**src/rtl/tcdm_shim_pkg.sv**
```systemverilog
// Shared definitions for the TCDM master shim.
//   - ShimAddWidth / ShimReqDataWidth : native widths of the network port
//   - req_entry_t                     : request entry {add, data} at native widths
//   - depth_ok()                      : elaboration check for FIFO depths
package tcdm_shim_pkg;

  localparam int unsigned ShimAddWidth     = 5;
  localparam int unsigned ShimReqDataWidth = 32;

  typedef struct packed {
    logic [ShimAddWidth-1:0]     add;
    logic [ShimReqDataWidth-1:0] data;
  } req_entry_t;

  // A FIFO needs at least one entry to hold anything.
  function automatic logic depth_ok(input int unsigned depth);
    return depth >= 32'd1;
  endfunction

endpackage

```
**src/rtl/tcdm_shim_fifo.sv**
```systemverilog
// Registered FIFO without fall-through: a word pushed in cycle N is visible
// at o_data in cycle N+1 at the earliest.
//   i_clk, i_rst      : clock, synchronous active-high reset (pointers/count)
//   i_push, i_data    : write port; a push while full is taken only with a pop
//   i_pop             : read strobe; ignored while empty
//   o_data            : head entry (don't-care while o_empty)
//   o_full, o_empty   : occupancy flags
//   o_usage           : number of stored entries
module tcdm_shim_fifo #(
  parameter int unsigned WIDTH = 32,
  parameter int unsigned DEPTH = 2,
  parameter int unsigned CntW  = $clog2(DEPTH + 1)
) (
  input  logic             i_clk,
  input  logic             i_rst,
  input  logic             i_push,
  input  logic [WIDTH-1:0] i_data,
  input  logic             i_pop,
  output logic [WIDTH-1:0] o_data,
  output logic             o_full,
  output logic             o_empty,
  output logic [CntW-1:0]  o_usage
);

  localparam int unsigned     PtrW    = (DEPTH > 1) ? $clog2(DEPTH) : 1;
  localparam logic [PtrW-1:0] LastPtr = PtrW'(DEPTH - 1);

  logic [WIDTH-1:0] r_mem [DEPTH];
  logic [PtrW-1:0]  r_wptr;
  logic [PtrW-1:0]  r_rptr;
  logic [CntW-1:0]  r_count;
  logic             w_push;
  logic             w_pop;

  assign o_full  = (r_count == CntW'(DEPTH));
  assign o_empty = (r_count == '0);
  assign o_usage = r_count;
  assign o_data  = r_mem[r_rptr];

  // When full, the slot under the write pointer is the head being popped.
  assign w_push = i_push & (~o_full | i_pop);
  assign w_pop  = i_pop & ~o_empty;

  always_ff @(posedge i_clk) begin
    if (i_rst) begin
      r_wptr  <= '0;
      r_rptr  <= '0;
      r_count <= '0;
    end else begin
      if (w_push) r_wptr <= (r_wptr == LastPtr) ? '0 : r_wptr + 1'b1;
      if (w_pop)  r_rptr <= (r_rptr == LastPtr) ? '0 : r_rptr + 1'b1;
      case ({w_push, w_pop})
        2'b10:   r_count <= r_count + 1'b1;
        2'b01:   r_count <= r_count - 1'b1;
        default: r_count <= r_count;
      endcase
    end
  end

  // Storage carries data only; it is not reset.
  always_ff @(posedge i_clk) begin
    if (w_push) r_mem[r_wptr] <= i_data;
  end

endmodule

```
**src/rtl/tcdm_master_shim.sv**
```systemverilog
// Master-side adapter between a core valid/ready port and one input of the
// TCDM butterfly network (req/gnt, response rvld one cycle after gnt).
//   clk_i, rst_i                     : clock, synchronous active-high reset
//   req_valid_i/req_ready_o          : core request handshake
//   req_add_i, req_data_i            : core request address / payload
//   resp_valid_o/resp_ready_i        : core response handshake
//   resp_data_o                      : response FIFO head
//   net_req_o/net_gnt_i              : network request / grant
//   net_add_o, net_data_o            : request FIFO head
//   net_rvld_i, net_rdata_i          : network response (cannot be stalled)
//   outstanding_o                    : credits in use
//   err_o                            : sticky protocol error
module tcdm_master_shim
  import tcdm_shim_pkg::*;
#(
  parameter int unsigned AddWidth      = ShimAddWidth,
  parameter int unsigned ReqDataWidth  = ShimReqDataWidth,
  parameter int unsigned RespDataWidth = 32,
  parameter int unsigned ReqDepth      = 2,
  parameter int unsigned RespDepth     = 2,
  parameter int unsigned CntWidth      = $clog2(RespDepth + 1)
) (
  input  logic                     clk_i,
  input  logic                     rst_i,
  input  logic                     req_valid_i,
  output logic                     req_ready_o,
  input  logic [AddWidth-1:0]      req_add_i,
  input  logic [ReqDataWidth-1:0]  req_data_i,
  output logic                     resp_valid_o,
  input  logic                     resp_ready_i,
  output logic [RespDataWidth-1:0] resp_data_o,
  output logic                     net_req_o,
  input  logic                     net_gnt_i,
  output logic [AddWidth-1:0]      net_add_o,
  output logic [ReqDataWidth-1:0]  net_data_o,
  input  logic [RespDataWidth-1:0] net_rdata_i,
  input  logic                     net_rvld_i,
  output logic [CntWidth-1:0]      outstanding_o,
  output logic                     err_o
);

  if (!depth_ok(ReqDepth) || !depth_ok(RespDepth)) begin : g_bad_depth
    $error("tcdm_master_shim: ReqDepth and RespDepth must be >= 1");
  end

  // Same layout as req_entry_t, sized by this instance's parameters.
  typedef struct packed {
    logic [AddWidth-1:0]     add;
    logic [ReqDataWidth-1:0] data;
  } req_ent_t;

  localparam int unsigned ReqUseW  = $clog2(ReqDepth + 1);
  localparam int unsigned RespUseW = $clog2(RespDepth + 1);

  req_ent_t              w_req_in;
  req_ent_t              w_req_head;
  logic                  w_req_full;
  logic                  w_req_empty;
  logic [ReqUseW-1:0]    w_req_usage;
  logic                  w_resp_full;
  logic                  w_resp_empty;
  logic [RespUseW-1:0]   w_resp_usage;
  logic                  w_grant;
  logic                  w_resp_pop;
  logic                  w_rvld_take;
  logic                  w_rvld_bad;
  logic [CntWidth-1:0]   r_cnt;
  logic                  r_err;
  logic                  r_rst_d;

  assign w_req_in = '{add: req_add_i, data: req_data_i};

  tcdm_shim_fifo #(
    .WIDTH ($bits(req_ent_t)),
    .DEPTH (ReqDepth),
    .CntW  (ReqUseW)
  ) u_req_fifo (
    .i_clk   (clk_i),
    .i_rst   (rst_i),
    .i_push  (req_valid_i & req_ready_o),
    .i_data  (w_req_in),
    .i_pop   (w_grant),
    .o_data  (w_req_head),
    .o_full  (w_req_full),
    .o_empty (w_req_empty),
    .o_usage (w_req_usage)
  );

  assign req_ready_o = ~w_req_full;
  assign net_add_o   = w_req_head.add;
  assign net_data_o  = w_req_head.data;

  // Issue only from registered state, so no path from gnt or core inputs.
  assign net_req_o  = ~w_req_empty & (r_cnt < CntWidth'(RespDepth));
  assign w_grant    = net_req_o & net_gnt_i;
  assign w_resp_pop = resp_valid_o & resp_ready_i;

  // r_rst_d marks the first cycle after reset, when the network may still
  // deliver an rvld belonging to a pre-reset grant; that beat is discarded.
  assign w_rvld_take = net_rvld_i & ~r_rst_d & (r_cnt != '0) & ~w_resp_full;
  assign w_rvld_bad  = net_rvld_i & ~r_rst_d & ((r_cnt == '0) | w_resp_full);

  tcdm_shim_fifo #(
    .WIDTH (RespDataWidth),
    .DEPTH (RespDepth),
    .CntW  (RespUseW)
  ) u_resp_fifo (
    .i_clk   (clk_i),
    .i_rst   (rst_i),
    .i_push  (w_rvld_take),
    .i_data  (net_rdata_i),
    .i_pop   (resp_ready_i),
    .o_data  (resp_data_o),
    .o_full  (w_resp_full),
    .o_empty (w_resp_empty),
    .o_usage (w_resp_usage)
  );

  assign resp_valid_o  = ~w_resp_empty;
  assign outstanding_o = r_cnt;
  assign err_o         = r_err;

  always_ff @(posedge clk_i) begin
    r_rst_d <= rst_i;
  end

  // A credit is held from grant until the core pops the matching response.
  always_ff @(posedge clk_i) begin
    if (rst_i) begin
      r_cnt <= '0;
      r_err <= 1'b0;
    end else begin
      case ({w_grant, w_resp_pop})
        2'b10:   r_cnt <= r_cnt + 1'b1;
        2'b01:   r_cnt <= r_cnt - 1'b1;
        default: r_cnt <= r_cnt;
      endcase
      if (w_rvld_bad) r_err <= 1'b1;
    end
  end

  a_cnt_range: assert property (@(posedge clk_i) disable iff (rst_i)
    r_cnt <= CntWidth'(RespDepth));

  a_credit_cover: assert property (@(posedge clk_i) disable iff (rst_i)
    int'(w_resp_usage) <= int'(r_cnt));

  a_req_usage: assert property (@(posedge clk_i) disable iff (rst_i)
    int'(w_req_usage) <= int'(ReqDepth));

  a_req_hold: assert property (@(posedge clk_i) disable iff (rst_i)
    (net_req_o & ~net_gnt_i) |=> (net_req_o && $stable(net_add_o) && $stable(net_data_o)));

endmodule

```
**config.mk**
```make
export PLATFORM = sky130hd
export DESIGN_NAME = tcdm_master_shim
export DESIGN_NICKNAME = d
export VERILOG_FILES = /design/src/rtl/tcdm_shim_pkg.sv /design/src/rtl/tcdm_shim_fifo.sv /design/src/rtl/tcdm_master_shim.sv
export SDC_FILE = /design/constraint.sdc
export NUM_CORES = 1
export LEC_CHECK = 0
export CAP_MARGIN = 15
export CORE_ASPECT_RATIO = 0.5
export CORE_UTILIZATION = 52
export CTS_CLUSTER_DIAMETER = 200
export DETAILED_ROUTE_END_ITERATION = 12
export GPL_ROUTABILITY_DRIVEN = 0
export GPL_TIMING_DRIVEN = 0
export PLACE_DENSITY = 0.85
export SLEW_MARGIN = 25
export SYNTH_ARGS = -nofsm -noshare
export SYNTH_HDL_FRONTEND = slang
export SYNTH_SLANG_ARGS = --single-unit
```
**constraint.sdc**
```tcl
create_clock -name clk_i -period 6.3 [get_ports clk_i]
set_clock_uncertainty 0.1 [all_clocks]
set_input_delay 1.26 -clock clk_i [delete_from_list [all_inputs] [get_ports clk_i]]
set_output_delay 1.26 -clock clk_i [all_outputs]
set_load 0.1 [all_outputs]
```
# Word level (Yosys, flattened, before mapping)

Memory sizes are Yosys's and may differ from the RTL's. A register that Yosys moved wholly into a read port is not among the register bits.
Cells that the tools add are included.

Add/sub/neg operators: 10
Reductions and logical operators: 7
Order comparisons: 1
Multiplexer cells: 15
Bitwise logic cells: 19
Eq/ne operators: 8

Operators by type and width:

| cell                  | count |
|---|---|
| $mux W1               | 12 |
| $pmux W2 S2           | 3 |
| $and A1 B1 Y1         | 11 |
| $eq A2 B2 Y1 const B  | 5 |
| $reduce_bool A2 Y1    | 4 |
| $add A2 B1 Y2 const B | 3 |
| $eq A2 B1 Y1 const B  | 3 |
| $logic_not A2 Y1      | 3 |
| $sub A2 B1 Y2 const B | 3 |
| $not A1 Y1            | 5 |
| $add A1 B1 Y1 const B | 4 |
| $or A1 B1 Y1          | 3 |
| $lt A2 B2 Y1 const B  | 1 |

Register bits: 12
Memories: 2
Output and inout bits: 75
Memory bits (writable): 138
Word-level logic and storage cells: 71
Input bits: 75

Memory list:

| memory            | words | width | rd ports | clocked after Yosys merged registers in | write ports | RTL line             | RTL |
|---|---|---|---|---|---|---|---|
| u_req_fifo.r_mem  | 2     | 37    | 1        | 1                                       | 1           | tcdm_shim_fifo.sv:28 | `logic [WIDTH-1:0] r_mem [DEPTH];` |
| u_resp_fifo.r_mem | 2     | 32    | 1        | 1                                       | 1           | tcdm_shim_fifo.sv:28 |  |

# Longest topological paths before layout

Gate-level depths: netlist of run 1.

Word-level depth: 8
Mapped depth: 7
Depth with buffers taken out: 7

# Modules after synthesis

A second synthesis of run 1 with hierarchy kept.

Cells, all modules: 292
Area, all modules: 5,670.4 um^2

Modules (own cells, without submodules):

| module                       | instances | cells an instance | seq. area each (um^2) | area each (um^2) |
|---|---|---|---|---|
| tcdm_shim_fifo (u_req_fifo)  | 1         | 142               | 2,322.2               | 2,919.0 |
| tcdm_shim_fifo (u_resp_fifo) | 1         | 127               | 2,021.9               | 2,561.2 |
| tcdm_master_shim             | 1         | 23                | 80.1                  | 190.2 |

# Worst setup path before layout of run 1

OpenSTA, ideal clock, no wires.

Kind: input-to-reg
Start: in net_rvld_i
End: mem u_resp_fifo.r_mem[2][0], in the netlist u_resp_fifo.r_mem[1][0] (enable)
Library setup time: 0.421 ns
Arrival time: 3.166 ns
Path buffers: 0
Data required time: 5.779 ns
Slack: 2.613 ns
Stages: 3
Cell sequence: nand2b_4 -> or3_2 -> nor2_1

Longest elaborated chain between the ends: 6

Ends and longest elaborated chain:

| what                          | RTL line                | RTL |
|---|---|---|
| from (decl)                   | tcdm_master_shim.sv:37  | `input logic net_rvld_i,` |
| $and A1 B1 Y1 (3 in a row)    | tcdm_master_shim.sv:100 | `assign w_rvld_take = net_rvld_i & ~r_rst_d & (r_cnt != '0) & ~w_resp_full;` |
| $and A1 B1 Y1                 | tcdm_shim_fifo.sv:41    | `assign w_push = i_push & (~o_full \| i_pop);` |
| $mux W1                       | tcdm_shim_fifo.sv:62    | `if (w_push) r_mem[r_wptr] <= i_data;` |
| $mux W1 (not written as such) | tcdm_shim_fifo.sv:62    |  |
| to (decl)                     | tcdm_shim_fifo.sv:28    |  |

Every way passes these cells.

==> flow_summary.toml, run 1 <==
[synthesis]
yosysSeqAreaShare_pct = 78.9
syn_nets = 362
yosysMostFrequentCell = "edfxtp_1"
synth_area_leaders = "edfxtp_1 74%, mux2_2 14%, dfxtp_1 5.0%"
ys_async_sr_fraction_pct = 0
syn_area_um2 = 5610
synth.distinct_cells = 29
synth_area_leader_cell = "edfxtp_1"
synth_area_per_cell_um2 = 19.7
synth_top_flop_cell = "edfxtp_1"
synth_top_area_share_pct = 73.9
synth_commonest_cells = "138 x edfxtp_1, 69 x mux2_2, 14 x dfxtp_1"
yosysWarnings = 0
synth_edf_count = 138
ys_ff_latch = 152
syn_inst = 284

[timing]
period_minus_slack_ns = 4.01
hold_slack_ns = 0.347
finalMaxSlewViolations = 0
setup_viol = 0
setup_tns_ns = 0
finalHoldViolCount = 0
fmax_ghz = 0.249
final.period_utilization_pct = 63.7
rsz0062_at_grt = "no"
tightest_slew_ns = 1.03
maxSlewHeadroom_pct = 31.1

[pwr]
power_density_nw_per_um2 = 497
leakage_nw = 2.70
power.internal_mw = 2.25
peakVddDrop_uv = 463
power.switching_mw = 1.69
seq_power_share_pct = 32.0
swShare_pct = 42.9
power_frac_comb_pct = 42.6
pwr-share-clk_pct = 25.4

[die]
die_w_um = 149
row_count = 26
dieArea_um2 = 11200
start_util_pct = 54.2
die_h_um = 75.4
ios = 150
coreArea_um2 = 10300

[clock_tree]
cts_tree = "yes"
cts_resized = 0
clock-sinks = 152
cts.clk_slew.worst_paths_ns = 0.06
cts_setup_buffers = 0
cts_root_buf = "clkbuf_16"
cts_inserted_buffers = 17
h-tree-depth = 4
cts_buffer_depth = 2
cts_hold_buf = 0
insertion_delay_ns = 0.41

[place]
portBuffers = 149
dp.cells = 576
hpwl_um = 7040

[global_route]
antenna_found_initial = 0
grt_max_degree = 33
grt_util_all_layers_pct = 19.3
gr-total-overflow = 0
grt_pass1_wl_um = 15700
grt_pass1_vias = 3212

[finish]
fillers = 603
antenna-diode-count = 0
drive_gt1_share_pct = 26.1
layoutNonFillerInstCount = 608
syn2layout_area_growth_pct = 41.6
nets = 533
final_util_pct = 76.8

[routing]
viasPerCell = 5.07
drt_iter0_drc = 110
postRouteAntennaNets = 0
avgRoutedWirePerCell_um = 17.6
routed_wirelength_um = 10700
drt-pass1-iter-count = 4
via_count = 3081
route.detailed.drc = 0

[status]
outcome = "finished clean"

[critical_path]
end_kind = "output port"
cp_max_fo = 10
required_ns = 4.94
crit_path_start_kind = "flip-flop"
worstSetupPathType = "flip-flop to output port"
worst_ep_arrival_time_ns = 2.65

[run]
maxCapViolCount = 0

[min_path]
hold_class = "flip-flop to flip-flop"
stage by stage:
stage / power, mW / setup WS, ns / area [um^2]
floorplan: 2.57 / 2.61 / 5610
CTS: 3.98 / 2.24 / 7940
finish: 3.95 / 2.29 / 7940
global placement: 2.93 / 1.33 / 7270
detailed placement: 2.96 / 2.72 / 7350
global route: 4.06 / 2.19 / 7940
power groups by stage:
stage	registers (mW)	logic, mW	clock network [mW]
after floorplan	1.30	1.27	0
after global placement	1.28	1.65	0
after detailed placement	1.28	1.68	0
after CTS	1.26	1.69	1.02
after global routing	1.27	1.73	1.06
final	1.26	1.68	1.00
registers in the layout, summed over array words and instances, names as in the netlist, named ones only:
name	flops
u_resp_fifo.r_rptr	1
u_resp_fifo.o_usage	2
u_resp_fifo.r_wptr	1
u_req_fifo.o_usage	2
u_resp_fifo.r_mem	64
u_req_fifo.r_mem	74
r_rst_d	1
err_o	1
u_req_fifo.r_rptr	1
u_req_fifo.r_wptr	1
outstanding_o	2
worst paths after layout:
check / from / endpoint / slack [ns] / depth (start not counted)
worst max-delay path: flip-flop / net_data_o[11] / 2.29 / 4
worst min-delay path: err_o / err_o / 0.35 / 2
worst max register to register: outstanding_o[1] / u_resp_fifo.r_mem[1][12] / 4.22 / 4
worst min register to register: err_o / err_o / 0.35 / 2
kinds of logic (layout without fill, tap and decap cells):
| logic type | Yosys count | after routing | share of synthesized area (%) |
|---|---|---|---|
| AND/OR/NAND/NOR | 24 | 24 | 2.61 |
| multiplexers | 71 | 71 | 14.3 |
| buffers and inverters | 14 | 198 | 1.09 |
| AO/OA/AOI/OAI | 13 | 13 | 1.38 |
| XOR/XNOR | 7 | 7 | 1.09 |
| adder cells (fa/ha/maj) | 3 | 3 | 0.669 |
| flip-flops | 152 | 152 | 78.9 |
layer usage:
| metal | GRT usage (%) | up-vias | routed length (um) | part of all wire, % |
|---|---|---|---|---|
| met5 | 0 | - | 0 | 0 |
| met4 | 8.28 | 0 | 176 | 1.6 |
| met3 | 7.01 | 19 | 695 | 6.5 |
| met2 | 35.9 | 101 | 5680 | 53 |
| met1 | 20.6 | 1514 | 4170 | 39 |
| li1 | - | 1447 | - | - |
area by class of cell:
| type | instances | area (um^2) | share of cell area [%] |
|---|---|---|---|
| sequential | 152 | 4420 | 55.7 |
| timing repair buffer | 152 | 1560 | 19.6 |
| multi-input combinational | 118 | 1130 | 14.2 |
| clock buffer | 17 | 425 | 5.36 |
| tap | 140 | 175 | 2.21 |
| clock inverter | 15 | 166 | 2.10 |
| buffer | 9 | 42.5 | 0.536 |
| inverter | 5 | 18.8 | 0.236 |
cells in the final DEF (no fill, tap or decap), drive strengths merged, types with 4 or more instances in the layout:
| master | n |
|---|---|
| clkinvlp | 5 |
| inv | 10 |
| mux2 | 71 |
| or3 | 4 |
| a21oi | 6 |
| dfxtp | 14 |
| xnor2 | 4 |
| clkbuf | 19 |
| buf | 10 |
| nor2 | 10 |
| clkdlybuf4s50 | 149 |
| edfxtp | 138 |
critical path: stages, from the launching register on:
cell	delay [ns]
dfxtp_1	0.31
buf_2	0.25
buf_2	0.31
mux2_2	0.40
clkdlybuf4s50_1	0.97
Note: power is estimated with default switching activity, not from simulation.
==> run 2: changes to the inputs <==
- CORE_UTILIZATION: 52 -> 48
- PLACE_DENSITY: 0.85 -> 0.79
- clock period: 6.3 -> 3.75 ns (I/O delays scaled with it)
==> flow_summary.toml, run 2 (same netlist as run 1, synthesis figures left out) <==
[status]
outcome = "finished clean"

[clock_tree]
cts_tree = "yes"
cts.clk_slew.worst_paths_ns = 0.07
h-tree-depth = 4
cts_hold_buf = 0
cts_buffer_depth = 2
cts_root_buf = "clkbuf_16"
cts_inserted_buffers = 17
cts_setup_buffers = 0
clock-sinks = 152
cts_resized = 0
insertion_delay_ns = 0.40

[run]
maxCapViolCount = 0

[place]
place_area_um2 = 7390
portBuffers = 149
place_ws_ns = 0.666
hpwl_um = 6860

[global_route]
antenna_found_initial = 0
grt_pass1_vias = 3247
gr-total-overflow = 0
grt_pass1_wl_um = 15900
grt_max_degree = 33
grt_util_all_layers_pct = 17.7

[finish]
nets = 533
multi_input_area_um2 = 1130
top_regs = "u_req_fifo.r_mem (74), u_resp_fifo.r_mem (64)"
fillers = 734
regMostFlops = "u_req_fifo.r_mem"
finalInstanceArea_um2 = 7930
final_cell_mix = "149 x clkdlybuf4s50_1, 138 x edfxtp_1, 69 x mux2_2"
largest_reg_flops = 74
syn2layout_area_growth_pct = 41.5
drive_gt1_share_pct = 25.6
antenna-diode-count = 0
final_common_cell = "clkdlybuf4s50_1"
seq_area_um2 = 4420

[timing]
setup_viol = 0
worst_slack_ns = 0.272
tightest_slew_ns = 1.02
period_minus_slack_ns = 3.48
finalMaxSlewViolations = 0
rsz0062_at_grt = "no"
fmax_ghz = 0.287
finalHoldViolCount = 0
final.period_utilization_pct = 92.8
maxSlewHeadroom_pct = 32.1

[critical_path]
end_kind = "output port"
worstSetupPathType = "flip-flop to output port"
worst_ep_arrival_time_ns = 2.63
cp_max_fo = 10
crit_path_start_kind = "flip-flop"
required_ns = 2.90

[routing]
via_count = 3036
drt-pass1-iter-count = 6
postRouteAntennaNets = 0
route.detailed.drc = 0
avgRoutedWirePerCell_um = 16.3
drt_iter0_drc = 112
routed_wirelength_um = 10200
viasPerCell = 4.84

[die]
coreArea_um2 = 11200
ios = 150
die_w_um = 155
start_util_pct = 50.2
dieArea_um2 = 12100
die_h_um = 78.4
row_count = 27

[pwr]
peakVddDrop_uv = 496
leakage_nw = 2.68
power_density_nw_per_um2 = 816

[min_path]
hold_class = "flip-flop to flip-flop"
[run 2: cell types whose count changed in the layout (fill, tap and decap cells not counted), sizes merged]
| cell | before | now |
|---|---|---|
| bufinv | 2 | 0 |
| clkinv | 3 | 5 |
[run 2: area by class of cell]
type,instances,share of cell area (%)
sequential,152,55.8
tap,159,2.51
timing repair buffer,152,19.8
clock buffer,17,5.36
clock inverter,15,1.48
multi-input combinational,118,14.3
buffer,9,0.536
inverter,5,0.237
[run 2: worst paths after layout]
check                            end             start  depth (start not counted)  slack (ns)
min reg2reg                    err_o             err_o                          2        0.36
max                   net_data_o[30]         flip-flop                          4        0.27
min                            err_o             err_o                          2        0.36
max reg2reg  u_resp_fifo.r_mem[0][5]  outstanding_o[1]                          3        1.69
[run 2: report_power, final]
part / switching [mW] / leakage (nW) / total [mW] / internal, mW
registers: 0.0592 / 1.38 / 2.12 / 2.06
logic: 2.08 / 1.05 / 2.83 / 0.744
clock network: 0.674 / 0.250 / 1.53 / 0.856
[run 2: critical path, stage by stage (launching register included)]
cell,delay (ns)
dfxtp_1,0.30
buf_2,0.25
buf_2,0.32
mux2_2,0.38
clkdlybuf4s50_1,0.98
[run 2: per-stage QoR]
stage | instances | utilization [%] | hold slack (ns) | power (mW) | TNS [ns]
6_report | 627 | 70.9 | 0.355 | 6.47 | 0
5_1_grt | 627 | 70.9 | 0.398 | 6.69 | 0
4_1_cts | 627 | 70.9 | 0.359 | 6.53 | 0
3_5_place_dp | 595 | 66.1 | 0.349 | 4.99 | 0
3_3_place_gp | 592 | 65.3 | 0.348 | 4.93 | -23.23
2_1_floorplan | 284 | - | 0.355 | 4.32 | 0
[run 2: per-layer routing]
metal / GRT usage [%] / share of wire (%)
met5: 0 / 0
met4: 6.34 / 0.55
met3: 6.18 / 5.7
met2: 32.3 / 54
met1: 19.1 / 40
==> run 3: changes to the inputs <==
- GPL_ROUTABILITY_DRIVEN: 0 -> not set
==> results of run 3 <==
Same layout as run 2: the final DEF is identical, and so are final timing and power.
